==> config.mk <==
export PLATFORM = sky130hd
export DESIGN_NAME = i2c_txn_sequencer
export DESIGN_NICKNAME = d
export VERILOG_FILES = /design/src/rtl/i2c_txn_sequencer_pkg.sv /design/src/rtl/i2c_txn_watchdog.sv /design/src/rtl/i2c_txn_sequencer.sv
export SDC_FILE = /design/constraint.sdc
export NUM_CORES = 1
export LEC_CHECK = 0
export ABC_AREA = 1
export BUFFER_PORTS_ARGS = -buffer_cell sky130_fd_sc_hd__buf_2
export CAP_MARGIN = 0
export CORE_ASPECT_RATIO = 0.9
export CORE_MARGIN = 3
export CORE_UTILIZATION = 44
export DETAILED_ROUTE_END_ITERATION = 7
export PLACE_DENSITY_LB_ADDON = 0.1
export SLEW_MARGIN = 20
export SYNTH_ARGS = -nofsm -noshare
export SYNTH_HDL_FRONTEND = slang
export SYNTH_SLANG_ARGS = --single-unit
==> constraint.sdc <==
create_clock -name clk -period 6.6 [get_ports clk]
set_clock_uncertainty 0.2 [all_clocks]
set_input_delay 0.66 -clock clk [delete_from_list [all_inputs] [get_ports clk]]
set_output_delay 0.66 -clock clk [all_outputs]
set_load 0.03 [all_outputs]
==> src/rtl/i2c_txn_sequencer_pkg.sv <==
// ============================================================================
// Module      : i2c_txn_pkg
// Description : Shared encodings for the I2C transaction sequencer: byte
//               engine command codes, FSM state codes and command-word fields.
// Revision    : 1.0 - initial release
// ============================================================================
`default_nettype none

package i2c_txn_pkg;

  // Byte-engine command codes
  localparam logic [1:0] BCMD_START = 2'b00;
  localparam logic [1:0] BCMD_WRITE = 2'b01;
  localparam logic [1:0] BCMD_READ  = 2'b10;
  localparam logic [1:0] BCMD_STOP  = 2'b11;

  // Sequencer FSM states
  localparam logic [2:0] S_IDLE  = 3'd0;
  localparam logic [2:0] S_START = 3'd1;
  localparam logic [2:0] S_ADDR  = 3'd2;
  localparam logic [2:0] S_DATA  = 3'd3;
  localparam logic [2:0] S_STOP  = 3'd4;
  localparam logic [2:0] S_WAIT  = 3'd5;
  localparam logic [2:0] S_FIN   = 3'd6;

  // Command-word field layout
  localparam int ADDR_LSB = 0;
  localparam int ADDR_W   = 7;
  localparam int RNW_BIT  = 7;
  localparam int LEN_LSB  = 8;
  localparam int LEN_W    = 2;

  // Transaction fields captured when a command is accepted
  typedef struct packed {
    logic [ADDR_W-1:0] addr;
    logic              rnw;
    logic [2:0]        len;   // 1..4 bytes
  } txn_cfg_t;

  // True for the states that present a byte command to the engine
  function automatic logic is_cmd_state(input logic [2:0] s);
    return (s == S_START) || (s == S_ADDR) || (s == S_DATA) || (s == S_STOP);
  endfunction

endpackage

`default_nettype wire

==> src/rtl/i2c_txn_watchdog.sv <==
// ============================================================================
// Module      : i2c_txn_watchdog
// Description : Counts cycles spent waiting for a byte-engine response and
//               flags expiry on the TIMEOUT_CYCLES-th waiting cycle.
//               Used only when I2C_TXN_SEQUENCER_TIMEOUT_EN is defined.
// Revision    : 1.0 - initial release
// ============================================================================
`default_nettype none

module i2c_txn_watchdog #(
  parameter int TIMEOUT_CYCLES = 100_000
) (
  input  logic clk,
  input  logic reset_n,
  input  logic in_wait,
  output logic expired
);

  localparam int CW = $clog2(TIMEOUT_CYCLES + 1);

  logic [CW-1:0] r_count;

  // Count waiting cycles; any non-wait cycle rearms the counter so each
  // wait period starts from zero.
  always_ff @(posedge clk or negedge reset_n) begin
    if (!reset_n) begin
      r_count <= '0;
    end else if (!in_wait) begin
      r_count <= '0;
    end else begin
      r_count <= r_count + 1'b1;
    end
  end

  assign expired = in_wait && (r_count == CW'(TIMEOUT_CYCLES - 1));

endmodule

`default_nettype wire

==> src/rtl/i2c_txn_sequencer.sv <==
// ============================================================================
// Module      : i2c_txn_sequencer
// Description : Turns a CSR command/write-data pair into a START, address,
//               1..4 data bytes, STOP sequence on the byte-engine interface,
//               packs read bytes into rd_data and drives CSR status flags.
//               Optional macro I2C_TXN_SEQUENCER_TIMEOUT_EN adds a per-byte
//               response watchdog and a sticky timeout output.
// Revision    : 1.0 - initial release
// ============================================================================
`default_nettype none

module i2c_txn_sequencer
  import i2c_txn_pkg::*;
#(
  parameter int CLK_FREQ       = 100_000_000,
  parameter int TIMEOUT_CYCLES = CLK_FREQ / 1000
) (
  input  logic        clk,
  input  logic        reset_n,
  input  logic [31:0] cmd_word,
  input  logic [31:0] wr_word,
  input  logic        cmd_valid,
  output logic        byte_cmd_valid,
  input  logic        byte_cmd_ready,
  output logic [1:0]  byte_cmd,
  output logic [7:0]  byte_tx,
  output logic        byte_nack,
  input  logic        byte_rsp_valid,
  input  logic        byte_rsp_ack,
  input  logic [7:0]  byte_rx,
  output logic [31:0] rd_data,
  output logic        status_busy,
  output logic        status_ack_err,
  output logic        status_done,
  output logic        status_data_ready
`ifdef I2C_TXN_SEQUENCER_TIMEOUT_EN
  ,
  output logic        timeout
`endif
);

  logic [2:0]  r_state;
  logic [2:0]  r_ret;       // command state whose response WAIT expects
  txn_cfg_t    r_cfg;
  logic [31:0] r_wr;
  logic [31:0] r_rd;
  logic [2:0]  r_cnt;
  logic        r_busy;
  logic        r_ack_err;
  logic        r_done;
  logic        r_drdy;
  logic        w_timeout_hit;
  logic [7:0]  w_wr_byte;
  logic        w_last_byte;
  logic        w_unused;

  assign w_wr_byte   = r_wr[{r_cnt[1:0], 3'b000} +: 8];
  assign w_last_byte = (r_cnt == (r_cfg.len - 3'd1));

`ifdef I2C_TXN_SEQUENCER_TIMEOUT_EN
  logic r_timeout;

  i2c_txn_watchdog #(
    .TIMEOUT_CYCLES (TIMEOUT_CYCLES)
  ) u_watchdog (
    .clk     (clk),
    .reset_n (reset_n),
    .in_wait (r_state == S_WAIT),
    .expired (w_timeout_hit)
  );

  assign timeout  = r_timeout;
  assign w_unused = ^{cmd_word[31:LEN_LSB+LEN_W]};
`else
  assign w_timeout_hit = 1'b0;
  assign w_unused      = ^{cmd_word[31:LEN_LSB+LEN_W], 32'(TIMEOUT_CYCLES)};
`endif

  // Transaction FSM, latched command fields, read buffer and sticky status
  always_ff @(posedge clk or negedge reset_n) begin
    if (!reset_n) begin
      r_state   <= S_IDLE;
      r_ret     <= S_IDLE;
      r_cfg     <= '0;
      r_wr      <= '0;
      r_rd      <= '0;
      r_cnt     <= '0;
      r_busy    <= 1'b0;
      r_ack_err <= 1'b0;
      r_done    <= 1'b0;
      r_drdy    <= 1'b0;
`ifdef I2C_TXN_SEQUENCER_TIMEOUT_EN
      r_timeout <= 1'b0;
`endif
    end else begin
      case (r_state)
        S_IDLE: begin
          if (cmd_valid) begin
            r_cfg.addr <= cmd_word[ADDR_LSB +: ADDR_W];
            r_cfg.rnw  <= cmd_word[RNW_BIT];
            r_cfg.len  <= {1'b0, cmd_word[LEN_LSB +: LEN_W]} + 3'd1;
            r_wr       <= wr_word;
            r_cnt      <= '0;
            r_ack_err  <= 1'b0;
            r_done     <= 1'b0;
            r_drdy     <= 1'b0;
            r_busy     <= 1'b1;
`ifdef I2C_TXN_SEQUENCER_TIMEOUT_EN
            r_timeout  <= 1'b0;
`endif
            // A write leaves the last read result in place
            if (cmd_word[RNW_BIT]) begin
              r_rd <= '0;
            end
            r_state <= S_START;
          end
        end

        S_START, S_ADDR, S_DATA, S_STOP: begin
          if (byte_cmd_ready) begin
            r_ret   <= r_state;
            r_state <= S_WAIT;
          end
        end

        S_WAIT: begin
          if (byte_rsp_valid) begin
            case (r_ret)
              S_START: r_state <= S_ADDR;
              S_ADDR: begin
                if (byte_rsp_ack) begin
                  r_state <= S_DATA;
                end else begin
                  r_ack_err <= 1'b1;
                  r_state   <= S_STOP;
                end
              end
              S_DATA: begin
                if (r_cfg.rnw) begin
                  r_rd[{r_cnt[1:0], 3'b000} +: 8] <= byte_rx;
                end
                r_cnt <= r_cnt + 3'd1;
                if (!r_cfg.rnw && !byte_rsp_ack) begin
                  r_ack_err <= 1'b1;
                  r_state   <= S_STOP;
                end else if (w_last_byte) begin
                  r_state <= S_STOP;
                end else begin
                  r_state <= S_DATA;
                end
              end
              default: r_state <= S_FIN;
            endcase
          end else if (w_timeout_hit) begin
            // Engine went silent: abandon the transaction without a STOP
            r_ack_err <= 1'b1;
`ifdef I2C_TXN_SEQUENCER_TIMEOUT_EN
            r_timeout <= 1'b1;
`endif
            r_state   <= S_FIN;
          end
        end

        S_FIN: begin
          r_busy  <= 1'b0;
          r_done  <= 1'b1;
          r_drdy  <= r_cfg.rnw & ~r_ack_err;
          r_state <= S_IDLE;
        end

        default: r_state <= S_IDLE;
      endcase
    end
  end

  // Byte command payload is a pure function of state so it stays stable
  // while the engine back-pressures and vanishes at once on reset
  always_comb begin
    byte_cmd_valid = is_cmd_state(r_state);
    byte_cmd       = BCMD_START;
    byte_tx        = 8'h00;
    byte_nack      = 1'b0;
    case (r_state)
      S_ADDR: begin
        byte_cmd = BCMD_WRITE;
        byte_tx  = {r_cfg.addr, r_cfg.rnw};
      end
      S_DATA: begin
        if (r_cfg.rnw) begin
          byte_cmd  = BCMD_READ;
          byte_nack = w_last_byte;
        end else begin
          byte_cmd = BCMD_WRITE;
          byte_tx  = w_wr_byte;
        end
      end
      S_STOP:  byte_cmd = BCMD_STOP;
      default: ;
    endcase
  end

  assign rd_data           = r_rd;
  assign status_busy       = r_busy;
  assign status_ack_err    = r_ack_err;
  assign status_done       = r_done;
  assign status_data_ready = r_drdy;

endmodule

`default_nettype wire

Word-level counts from Yosys, hierarchy flattened
Index checks and enable logic that the tools add are counted.
Word-level totals
  register bits after elaboration: 88
  logic and storage cells: 92
Operators by class
  $add $sub $neg: 4
  equal/unequal tests: 19
  shift-type cells: 3
  muxes and demuxes: 35
  bitwise operators: 2
  reduce and logical (&&, ||, !) cells: 17
Operator list (number)
  32-bit two-way mux: 5
  32-bit one-hot mux with 2 select lines: 1
  32-bit bitwise mux: 1
  8-bit by 7-bit variable shift with 32-bit output (first input constant): 1
  32-bit by 6-bit indexed part select with 8-bit output: 1
  8-bit by 7-bit indexed part select with 32-bit output: 1
  3-bit two-way mux: 9
  3-bit one-hot mux with 3 select lines: 2
  8-bit one-hot mux with 2 select lines: 1
  3-bit by 2-bit equality test with 1-bit output (second input constant): 4
  6-bit AND reduction: 2
  2-bit inequality test (second input constant): 5
  1-bit one-hot mux with 2 select lines: 5
  3-bit equality test (second input constant): 3
  8-bit two-way mux: 1
  1-bit two-way mux: 7
  5-bit negation with 7-bit output: 1
  3-bit by 1-bit equality test with 1-bit output (second input constant): 2
  3-bit inequality test (second input constant): 2
  2-bit one-hot mux with 3 select lines: 1
  3-bit one-hot mux with 2 select lines: 1
  2-bit AND reduction: 3
  4-bit AND reduction: 1
  2-bit nonzero test: 2
  15 further kinds: 18

Depth between registers and ports, before layout
  depth in word-level cells: 7
  depth in mapped cells: 12
  mapped depth without buffers: 12

Worst setup path before layout
No wires, ideal clock.
  path kind: register to output
  from: reg r_state[1]
  to: out byte_nack
  arrival: 1.663 ns
  data required time: 5.740 ns
  slack: 4.077 ns
  stages on the path, launching flop included: 7
  buffers on the path: 0
  path through: dfrtp_1 -> inv_1 -> nor2_2 -> inv_1 -> nor2_1 -> inv_1 -> nor3_1
Between the ends
  cells in the longest elaborated chain, start to end: 2
RTL lines
  start: declaration: RTL line i2c_txn_sequencer.sv:42  | logic [2:0] r_state;
  start signal: assignment: RTL line i2c_txn_sequencer.sv:82  | r_state <= S_IDLE;
  start signal: assignment: RTL line i2c_txn_sequencer.sv:115  | r_state <= S_START;
  start signal: assignment: RTL line i2c_txn_sequencer.sv:122  | r_state <= S_WAIT;
  3-bit by 2-bit equality test with 1-bit output: RTL line i2c_txn_sequencer.sv:183  | case (r_state)
  1-bit two-way mux: RTL line i2c_txn_sequencer.sv:183
  end: declaration: RTL line i2c_txn_sequencer.sv:27  | output logic byte_nack,
No other way between the ends.

Final worst setup path
  from: reg r_cnt[0]
  to: out byte_nack
Between the ends
  cells in the longest elaborated chain, start to end: 3
RTL lines
  start: declaration: RTL line i2c_txn_sequencer.sv:47  | logic [2:0] r_cnt;
  start signal: assignment: RTL line i2c_txn_sequencer.sv:142  | r_cnt <= r_cnt + 3'd1;
  3-bit equality test: RTL line i2c_txn_sequencer.sv:58  | assign w_last_byte = (r_cnt == (r_cfg.len - 3'd1));
  1-bit two-way mux: RTL line i2c_txn_sequencer.sv:189  | if (r_cfg.rnw) begin
  1-bit two-way mux: RTL line i2c_txn_sequencer.sv:183
No other way between the ends.

==> impl_metrics.toml <==
[setup_path]
crit_chain = "inv_1 > nand2_1 > nand2_1 > nor2_1 > nand2_1 > nor3_1 > buf_2"
cp_max_fo = 29
crit_path_end_kind = "output port"
cp.arrival_ns = 2.79
critPathKind = "flip-flop to output port"
slowest_delay_ns = 0.96
worstPathRequired_ns = 5.74
critPathSlowestCell = "dfrtp_1"
start_kind = "flip-flop"
cpMostUsedCell = "nand2_1"

[placement]
dp_hpwl_mm = 7.97
dp.cells = 794
gp_congestion = 0.834
pre_cts_ws_ns = 3.37
placed_cell_area_um2 = 4980
port_buffers = 103

[layout]
fin_cells = 810
nNetsFinal = 763
register_area_um2 = 2200
final_core_util_pct = 53.2
final_common_cell = "nand2_1"
n_antenna_cell = 0
drive_above_1_share_pct = 19.2
nFillCells = 1004
final_cell_mix = "nand2_1 (255), buf_2 (102), dfrtp_1 (88)"
design_area_um2 = 5180
multi_input_area_um2 = 1940
syn2layout_area_growth_pct = 17.2

[grt]
grt_max_degree = 89
grt_util_all_layers_pct = 20.2
antenna_found_initial = 0
globalRouteOverflowTotal = 0
grt_pass1_wl_mm = 18.4
grt_pass1_vias = 3734

[cts]
clock-sinks = 88
h-tree-depth = 3
cts_resized = 0
cts_max_path_buffers = 2
cts_tree = "done"
numCtsBuffers = 9
clk_root_buffer_cell = "clkbuf_8"
holdBufCountCts = 0
clk_latency_ns = 0.36
cts_setup_buffers = 0
clk_pin_slew_worst_paths_ns = 0.09

[floorplanning]
ios = 126
dieArea_um2 = 11300
chipWidth_um = 112
die_height_um = 101
core_um2 = 9740
rows = 34
start_util_pct = 45.4

[yosys]
synth_ff_type = "dfrtp_1"
synth_area_um2 = 4420
yosysTopAreaCell = "dfrtp_1"
yosysWarnings = 0
synth-edff-count = 0
ys_ff_latch = 88
async_flop_share_pct = 100
yosysSeqAreaShare_pct = 49.8
avgSynthCellArea_um2 = 7.50
yosysUniqueCellTypes = 26
synth_top_area_share_pct = 49.8
synth_area_leaders = "dfrtp_1 (50%), nand2_1 (22%), nand4_1 (6.1%)"
synth_nets = 674
syn_inst = 590

[sta]
tightest_slew_ns = 0.930
rsz0062_at_grt = "no"
max_freq_mhz = 274
hold_viol = 0
maxSlewHeadroom_pct = 38.0
finalCriticalPeriod_ns = 3.65
fin_hold_ws_ns = 0.158
min_period_over_period_pct = 55.2
setup_viol = 0
fin_ws_ns = 2.95
setup_tns_ns = 0
drv_slew = 0

[detailed_routing]
dr_total_vias = 4145
met3_length_um = 693
wl_per_cell_um = 13.9
firstDrtPassIters = 5
met1Wirelength_mm = 5.50
top_layer_used = "met4"
drc = 0
met2_length_mm = 5.00
drtIter0Drc = 376
detail-route-antenna-nets = 0
via_per_inst = 5.12
totalWireLength_mm = 11.3

[hold_path]
hp-class = "primary input to asynchronous set/reset pin"

[power_and_ir_drop]
finalPower_mw = 2.17
powerDensity_nw_per_um2 = 419
vdd_drop_max_mv = 0.198
cellLeakagePower_nw = 2.93

[job]
drv_cap = 0

[outcome]
status = "completed"
## area by class of cell
class	instances	area share (%)
sequential	88	42.5
multi-input combinational	437	37.5
timing repair buffer	104	10.2
tap	126	3.04
inverter	39	2.82
clock buffer	10	2.66
clock inverter	6	1.28
## cell usage after synthesis, types with 6 or more instances
library cell and n:
ha_1 6, nand2_1 255, o22ai_1 10, o21ai_0 27
buf_2 8, clkbuf_1 11, dfrtp_1 88, nand4_1 43
nor2_1 58, inv_1 34, nand3_1 20
## worst paths after layout
| kind | start | to | slack (ns) | cells after the start |
|---|---|---|---|---|
| setup reg to reg | r_cnt[0] | rd_data[6] | 3.38 | 7 |
| hold reg to reg | rd_data[17] | rd_data[17] | 0.27 | 2 |
| setup / recovery | r_cnt[0] | byte_nack | 2.95 | 7 |
| max in group asynchronous | reset_n | rd_data[2] | 5.51 | 1 |
| hold / removal | reset_n | r_cfg[7] | 0.16 | 1 |
| min in group clk | rd_data[17] | rd_data[17] | 0.27 | 2 |
## sequential cells by signal, indices dropped and copies added (netlist names)
signal and cells:
status_busy 1, r_ret 3, status_data_ready 1, r_wr 32, r_cfg 11, r_cnt 3, rd_data 32, r_state 3
status_done 1, status_ack_err 1
## worst max-delay path, delay by kind of cell, from the launching register on
family / cells / cell delay, ns
and+or+nand+nor: 5 / 0.64
buffers and inverters: 2 / 0.82
DFF: 1 / 0.96
## per-layer routing
layer	track usage [%]	vias to the layer above
met5	0	-
met4	5.14	0
met3	4.48	7
met2	30.5	125
li1	-	2067
met1	29.8	1946
## report_power, final
group          switching, mW  leakage (nW)  internal (mW)
clock                  0.198         0.107          0.188
sequential             0.129          1.15          0.703
combinational          0.689          1.68          0.265
total                   1.02          2.93           1.16
## logic make-up after synthesis
family,share of synthesized area [%]
adders and majority gates,1.70
buffers and inverters,6.28
DFF,49.8
and+or+nand+nor,36.9
AOI/OAI and AO/OA,5.37
Power figures use the tool's default switching activity.
